<file path="src/rtl/bcd_digit_serializer_if.sv">
// ----------------------------------------------------------------------------
// bcd_digit_serializer_if
//   Handshake bundle between a packed-BCD word source, the digit serializer
//   and the downstream digit consumer.
//
//   Signals:
//     in_valid   source -> serializer   BCD_code is valid this cycle
//     in_ready   serializer -> source   serializer can accept a word
//     BCD_code   source -> serializer   packed BCD word, nibble DIGIT-1 is MSD
//     out_valid  serializer -> sink     out_digit/out_last are valid
//     out_ready  sink -> serializer     sink accepts the current digit
//     out_digit  serializer -> sink     current decimal digit 0-9
//     out_last   serializer -> sink     current digit is the units digit
//     err        serializer -> sink     one-cycle pulse: word had a nibble > 9
//
//   Modports:
//     master  testbench / surrounding logic side
//     slave   serializer side
// ----------------------------------------------------------------------------
interface bcd_digit_serializer_if #(
  parameter int unsigned DIGIT = 7
);
  logic               in_valid;
  logic               in_ready;
  logic [DIGIT*4-1:0] BCD_code;
  logic               out_valid;
  logic               out_ready;
  logic [3:0]         out_digit;
  logic               out_last;
  logic               err;

  modport master (
    output in_valid,
    output BCD_code,
    output out_ready,
    input  in_ready,
    input  out_valid,
    input  out_digit,
    input  out_last,
    input  err
  );

  modport slave (
    input  in_valid,
    input  BCD_code,
    input  out_ready,
    output in_ready,
    output out_valid,
    output out_digit,
    output out_last,
    output err
  );
endinterface

</file>
<file path="src/rtl/bcd_digit_serializer.sv">
// ----------------------------------------------------------------------------
// bcd_digit_serializer
//   Accepts one packed BCD word per valid/ready handshake and streams its
//   decimal digits out one per handshake, most significant first. Leading
//   zeros are optionally suppressed (an all-zero word still yields a single
//   0). Words containing a nibble above 9 are dropped and flagged with a
//   one-cycle err pulse.
//
//   Parameters:
//     DIGIT  number of BCD digits in the input word
//     LZS    1 = suppress leading zero digits, 0 = always emit DIGIT digits
//
//   Ports:
//     clk    system clock, rising edge
//     rst_n  asynchronous active-low reset
//     bus    bcd_digit_serializer_if.slave (input word and digit streams)
//
//   All outputs are registered except in_ready, which is decoded from the
//   state register alone.
// ----------------------------------------------------------------------------
module bcd_digit_serializer #(
  parameter int unsigned DIGIT = 7,
  parameter int unsigned LZS   = 1
) (
  input logic                  clk,
  input logic                  rst_n,
  bcd_digit_serializer_if.slave bus
);

  localparam int unsigned IW = (DIGIT > 1) ? $clog2(DIGIT) : 1;

  typedef enum logic [0:0] {
    StIdle,
    StSend
  } state_e;

  state_e             r_state, w_state_d;
  logic [DIGIT*4-1:0] r_word,  w_word_d;
  logic [IW-1:0]      r_idx,   w_idx_d;
  logic [3:0]         r_digit, w_digit_d;
  logic               r_last,  w_last_d;
  logic               r_valid, w_valid_d;
  logic               r_err,   w_err_d;

  logic               w_bad;
  logic [IW-1:0]      w_start;
  logic [IW-1:0]      w_idx_m1;

  // Any nibble above 9 makes the whole word invalid.
  always_comb begin
    w_bad = 1'b0;
    for (int i = 0; i < int'(DIGIT); i++) begin
      if (bus.BCD_code[i*4 +: 4] > 4'd9) begin
        w_bad = 1'b1;
      end
    end
  end

  // Start index: highest nonzero nibble (ascending scan, last hit wins), or
  // 0 for an all-zero word. Without suppression always start at the MSD.
  always_comb begin
    w_start = IW'(DIGIT - 1);
    if (LZS != 0) begin
      w_start = '0;
      for (int i = 0; i < int'(DIGIT); i++) begin
        if (bus.BCD_code[i*4 +: 4] != 4'd0) begin
          w_start = IW'(i);
        end
      end
    end
  end

  assign w_idx_m1 = r_idx - IW'(1);

  always_comb begin
    w_state_d = r_state;
    w_word_d  = r_word;
    w_idx_d   = r_idx;
    w_digit_d = r_digit;
    w_last_d  = r_last;
    w_valid_d = r_valid;
    w_err_d   = 1'b0;

    unique case (r_state)
      StIdle: begin
        if (bus.in_valid) begin
          w_word_d = bus.BCD_code;
          if (w_bad) begin
            // Drop the word; stay idle so the next word can be taken.
            w_err_d = 1'b1;
          end else begin
            w_state_d = StSend;
            w_idx_d   = w_start;
            w_digit_d = bus.BCD_code[w_start*4 +: 4];
            w_last_d  = (w_start == '0);
            w_valid_d = 1'b1;
          end
        end
      end

      StSend: begin
        if (bus.out_ready) begin
          if (r_idx == '0) begin
            w_state_d = StIdle;
            w_valid_d = 1'b0;
            w_last_d  = 1'b0;
            w_digit_d = 4'd0;
          end else begin
            w_idx_d   = w_idx_m1;
            w_digit_d = r_word[w_idx_m1*4 +: 4];
            w_last_d  = (w_idx_m1 == '0);
          end
        end
      end

      default: begin
        w_state_d = StIdle;
        w_valid_d = 1'b0;
        w_last_d  = 1'b0;
      end
    endcase
  end

  always_ff @(posedge clk or negedge rst_n) begin
    if (!rst_n) begin
      r_state <= StIdle;
      r_word  <= '0;
      r_idx   <= '0;
      r_digit <= 4'd0;
      r_last  <= 1'b0;
      r_valid <= 1'b0;
      r_err   <= 1'b0;
    end else begin
      r_state <= w_state_d;
      r_word  <= w_word_d;
      r_idx   <= w_idx_d;
      r_digit <= w_digit_d;
      r_last  <= w_last_d;
      r_valid <= w_valid_d;
      r_err   <= w_err_d;
    end
  end

  assign bus.in_ready  = (r_state == StIdle);
  assign bus.out_valid = r_valid;
  assign bus.out_digit = r_digit;
  assign bus.out_last  = r_last;
  assign bus.err       = r_err;

endmodule

</file>
<file path="src/flat_wrapper.sv">
// flat-port wrapper written by rule: the top's interface ports become plain ports
module bcd_digit_serializer_flat 
#(
  parameter int unsigned DIGIT = 7,
  parameter int unsigned LZS   = 1
)
  (clk, rst_n, bus_in_valid, bus_BCD_code, bus_out_ready, bus_in_ready, bus_out_valid, bus_out_digit, bus_out_last, bus_err);
  bcd_digit_serializer_if #(.DIGIT(DIGIT)) bus_i ();
  input logic clk;
  input logic rst_n;
  input wire logic [$bits(bus_i.in_valid)-1:0] bus_in_valid;
  input wire logic [$bits(bus_i.BCD_code)-1:0] bus_BCD_code;
  input wire logic [$bits(bus_i.out_ready)-1:0] bus_out_ready;
  output wire logic [$bits(bus_i.in_ready)-1:0] bus_in_ready;
  output wire logic [$bits(bus_i.out_valid)-1:0] bus_out_valid;
  output wire logic [$bits(bus_i.out_digit)-1:0] bus_out_digit;
  output wire logic [$bits(bus_i.out_last)-1:0] bus_out_last;
  output wire logic [$bits(bus_i.err)-1:0] bus_err;
  assign bus_i.in_valid = bus_in_valid;
  assign bus_i.BCD_code = bus_BCD_code;
  assign bus_i.out_ready = bus_out_ready;
  assign bus_in_ready = bus_i.in_ready;
  assign bus_out_valid = bus_i.out_valid;
  assign bus_out_digit = bus_i.out_digit;
  assign bus_out_last = bus_i.out_last;
  assign bus_err = bus_i.err;
  bcd_digit_serializer #(.DIGIT(DIGIT), .LZS(LZS)) u_core (.clk(clk), .rst_n(rst_n), .bus(bus_i));
endmodule
</file>
<file path="config.mk">
export PLATFORM = sky130hd
export DESIGN_NAME = bcd_digit_serializer_flat
export DESIGN_NICKNAME = d
export VERILOG_FILES = /design/src/rtl/bcd_digit_serializer_if.sv /design/src/rtl/bcd_digit_serializer.sv /design/src/flat_wrapper.sv
export SDC_FILE = /design/constraint.sdc
export NUM_CORES = 1
export LEC_CHECK = 0
export ABC_AREA = 0
export CAP_MARGIN = 10
export CORE_MARGIN = 2
export CORE_UTILIZATION = 63
export DETAILED_ROUTE_END_ITERATION = 6
export DONT_BUFFER_PORTS = 1
export GPL_TIMING_DRIVEN = 0
export PLACE_DENSITY = 0.84
export SLEW_MARGIN = 10
export SYNTH_ARGS = -nofsm -noshare
export SYNTH_HDL_FRONTEND = slang
export SYNTH_SLANG_ARGS = --single-unit
export TNS_END_PERCENT = 100
</file>
<file path="constraint.sdc">
create_clock -name clk -period 2.7 [get_ports clk]
set_input_delay 0.27 -clock clk [delete_from_list [all_inputs] [get_ports clk]]
set_output_delay 0.27 -clock clk [all_outputs]
set_load 0.005 [all_outputs]
</file>
==> results.md, run 1 <==
* Status: finished clean
* WP data required at between 2 and 3 ns
* Post-CTS setup buffer count at 0
* Vias at about 1800
* Cell Int Power at ~1.6 mW
* Final WS setup at between 0.2 and 0.25 ns
* Pwr Total at between 2 and 2.5 mW
* Detailed Routing Iterations Pass 1 at 5
* Clk sink count at 39
* CTS Buf Count at 5
* Synth-to-layout area growth at 7.05%
* Combinational power share at 0.442
* CTS Buffer Depth at 2
* Cells after DPL at between 200 and 300
* PD cells at roughly 1000 mW/mm2
* Antenna-violating nets left at 0
* Clk_skew at between 0.01 and 0.015 ns
* Placed inst area at between 0.002 and 0.0025 mm2
* Async SR Flop Fraction at 1.00
* Crit path kind: flip-flop to flip-flop
* Total track usage at 0.302
* IO Count at 40
* Arr. time, crit path at 2.74 ns
* Final design utilization at 0.712
* Most used routing layer: met2
* Met2 usage at 0.479
* Layout cell share with drive strength beyond 1 at 0.214
* Crit path time final at between 2 and 2.5 ns
* CTS Root Cell: clkbuf_4
* CTS tree: done
* Via density at just under 7
* Starting DRT DRC Count at 189
* Mapped cell area at 0.00225 mm2
* Drc violations at 0
* H-tree depth at 2
* # setup viols final at 0
* Primary FF master, synth: dfrtp_1
* Fin Hold WS at 0.0472 ns
* Post-synthesis sequential area ratio at 0.433
* GRT overflow at 0
* Worst reg2reg setup slack at between 0.2 and 0.25 ns
* Post-Place Worst Slack at -0.266 ns
* Critical Path Sink Type: flip-flop
* Vias in the first global route at 1970
* Hold Violations, Final at 0
* Top cell type's share of synthesized area at 0.433
* Mapped Nets at roughly 250
* Total wire length at 5.48 mm
* RSZ-0062 raised after global routing: false
* Pins Over Slew Limit at 0
* Final Net Count at between 200 and 300
* Share of total power in the clock network at 0.155
* Number of port buffers at 0
* CP startpoint kind: flip-flop
* Die Y at between 60 and 70 um
* Slowest stage delay, CP at around 0.53 ns
* Core Area at roughly 0.0034 mm2
* Initial Util at 0.665
* Clock transition at path regs at approximately 0.11 ns
* Synth unique cells at 41
* GRT met1 Usage at 0.382
* Switching share of power at 0.361
* Crit-path cells: clkbuf_2 > inv_1 > ha_2 > mux2i_1 > o2bb2ai_1 > mux2_2 > nand3_1 > nand3_1 > o22a_1
* Peak Freq at just over 400 MHz
* Max VDD drop at between 0.5 and 0.6 mV
* Clk_lat worst skew at 0.36 ns
* Area of the die at between 0.004 and 0.005 mm2
* Largest area contributor in the netlist: dfrtp_1
* HP Start: bus_BCD_code[3]
* Core Rows at 21
* Fin crit share at 0.914
* Largest net degree at the start of global routing at 40
* P_sw at approximately 0.88 mW
* Fin cells at between 200 and 300
* Slew HR at 0.515
* Slowest CP cell: ha_2
* Post-synthesis instance total at between 200 and 250
* Sequential Power Share at 0.404
* Syn. warnings at 0
* Leakage at 0.950 nW
* Worst min-delay path category: primary input to flip-flop
* Setup TNS at 0 ns
* Cell count of the worst hold path at 1
* Worst path most repeated cell: nand3_1
* Mean Syn Cell Area at around 11 um2
* Hpwl dp at ~4.2 mm
* Cell depth of the worst flop-to-flop path at 9
* First-pass GRT wire length at 9.34 mm
* M3 GR Usage at 0.106
* Start of the worst register-to-register path: u_core.r_idx[0]
* CP max FO at 10
* Initial antenna violation count at 0
* Number of flops mapped to enable cells by yosys at 0
* Die Wd at approximately 64 um
* Wirelength per Cell at 20.6 um
* Gp weighted congestion at 0.986
* Ant. Diodes at 0
* Synth Register Bits at 39
* Top cells by area, synth: dfrtp_1, mux2_2, o21ai_0, mux4_2, mux2i_1
* Tightest Pin Transition at 0.722 ns
* Max-Cap Viols at 0
* Reg2reg end: u_core.bus.out_digit[1]
* Hold EP: u_core.r_word[3]
* Fin area at 0.00241 mm2
-- kinds of logic (layout without fill, tap and decap cells) --
kind of cell / count (synthesis) / after routing / share of synthesized area
compound gates: 58 / 58 / 0.165
fa+ha+maj: 3 / 3 / 0.0166
buf+inv: 14 / 22 / 0.0266
flops: 39 / 39 / 0.433
mux: 41 / 41 / 0.220
simple gates: 57 / 57 / 0.139
-- power groups by stage --
stage	logic (mW)	clock network, mW	registers, mW
after floorplan	0.825	0	0.940
after CTS	1.06	0.382	0.977
final	1.07	0.376	0.981
after detailed placement	1.03	0	0.991
after global routing	1.17	0.413	1.01
after global placement	0.992	0	0.964
-- layer usage --
layer / vias up / part of all wire / routed length, um
li1: 816 / - / -
met1: 891 / 0.38 / 2110
met2: 107 / 0.49 / 2700
met3: 18 / 0.10 / 545
met4: 0 / 0.023 / 127
met5: - / 0 / 0
-- critical path, delay by kind of cell (launching register included) --
| family | cells | cell delay, ns |
|---|---|---|
| AO/OA/AOI/OAI | 2 | 0.31 |
| buffers and inverters | 2 | 0.42 |
| flip-flops | 1 | 0.38 |
| adder cells (fa/ha/maj) | 1 | 0.53 |
| AND/OR/NAND/NOR | 2 | 0.16 |
| multiplexers | 2 | 0.57 |
-- area by class of cell --
class,count,area [um2]
clock inverter,1,30.0
multi-input combinational,159,1220
tap,46,57.6
inverter,4,15.0
buffer,9,42.5
sequential,39,976
clock buffer,6,41.3
fill,229,976
timing repair buffer,2,30.0
-- Yosys cell counts, drive strengths merged (4+ instances only) --
cell,number
dfrtp,39
mux2,29
o21ai,24
nand2,10
nor2,10
a21oi,9
clkbuf,8
mux2i,8
nand3,6
nor4,6
nand2b,5
nor3,5
o211ai,5
and3,4
inv,4
mux4,4
or4,4
-- repair_timing --
action | in CTS | in global routing
setup endpoints to repair | 4 | 4
gates resized for setup | 1 | 2
cloned | 0 | 0
endpoints found under the hold margin | 39 | 0
hold buffers | 2 | 0
-- registers in the layout, summed over array words and instances (netlist names) --
| signal | cells |
|---|---|
| u_core.bus.err | 1 |
| u_core.bus.out_digit | 4 |
| u_core.bus.out_last | 1 |
| u_core.bus.out_valid | 1 |
| u_core.r_idx | 3 |
| u_core.r_state | 1 |
| u_core.r_word | 28 |
-- cells in the final DEF (no fill, tap or decap), types with 3 or more instances in the layout --
master / count
mux4_2: 4
dfrtp_1: 39
mux2_2: 29
o21ai_0: 24
nor4_1: 5
and3_1: 4
inv_1: 4
nand2b_1: 5
nor2_1: 10
nand3_1: 6
nor2b_1: 3
clkbuf_1: 7
nor3_1: 5
o211ai_1: 5
a21oi_1: 9
a31oi_1: 3
mux2i_1: 8
or4_1: 3
clkbuf_4: 5
nand2_1: 10
-- how the worst max path moves through the flow --
stage	startpoint	end	slack, ns
2_1_floorplan	u_core.r_idx[0]	u_core.bus.out_digit[1]	0.23
3_3_place_gp	u_core.r_idx[0]	u_core.bus.out_digit[1]	-0.28
3_5_place_dp	u_core.r_idx[0]	u_core.bus.out_digit[1]	-0.27
4_1_cts	u_core.r_idx[0]	u_core.bus.out_digit[1]	0.03
5_1_grt	u_core.r_idx[0]	u_core.bus.out_digit[0]	0.07
6_report	u_core.r_idx[0]	u_core.bus.out_digit[1]	0.23
No activity file was read; power rests on OpenSTA's default activity.
==> run 2, diff against run 1 <==
--- a/config.mk
+++ b/config.mk
@@ -9,6 +9,7 @@
 export CAP_MARGIN = 10
 export CORE_MARGIN = 2
 export CORE_UTILIZATION = 63
+export CTS_CLUSTER_DIAMETER = 200
 export DETAILED_ROUTE_END_ITERATION = 6
 export DONT_BUFFER_PORTS = 1
 export GPL_TIMING_DRIVEN = 0
==> results of run 2 <==
Same layout as run 1: the final DEF is identical, and so are final timing and power.
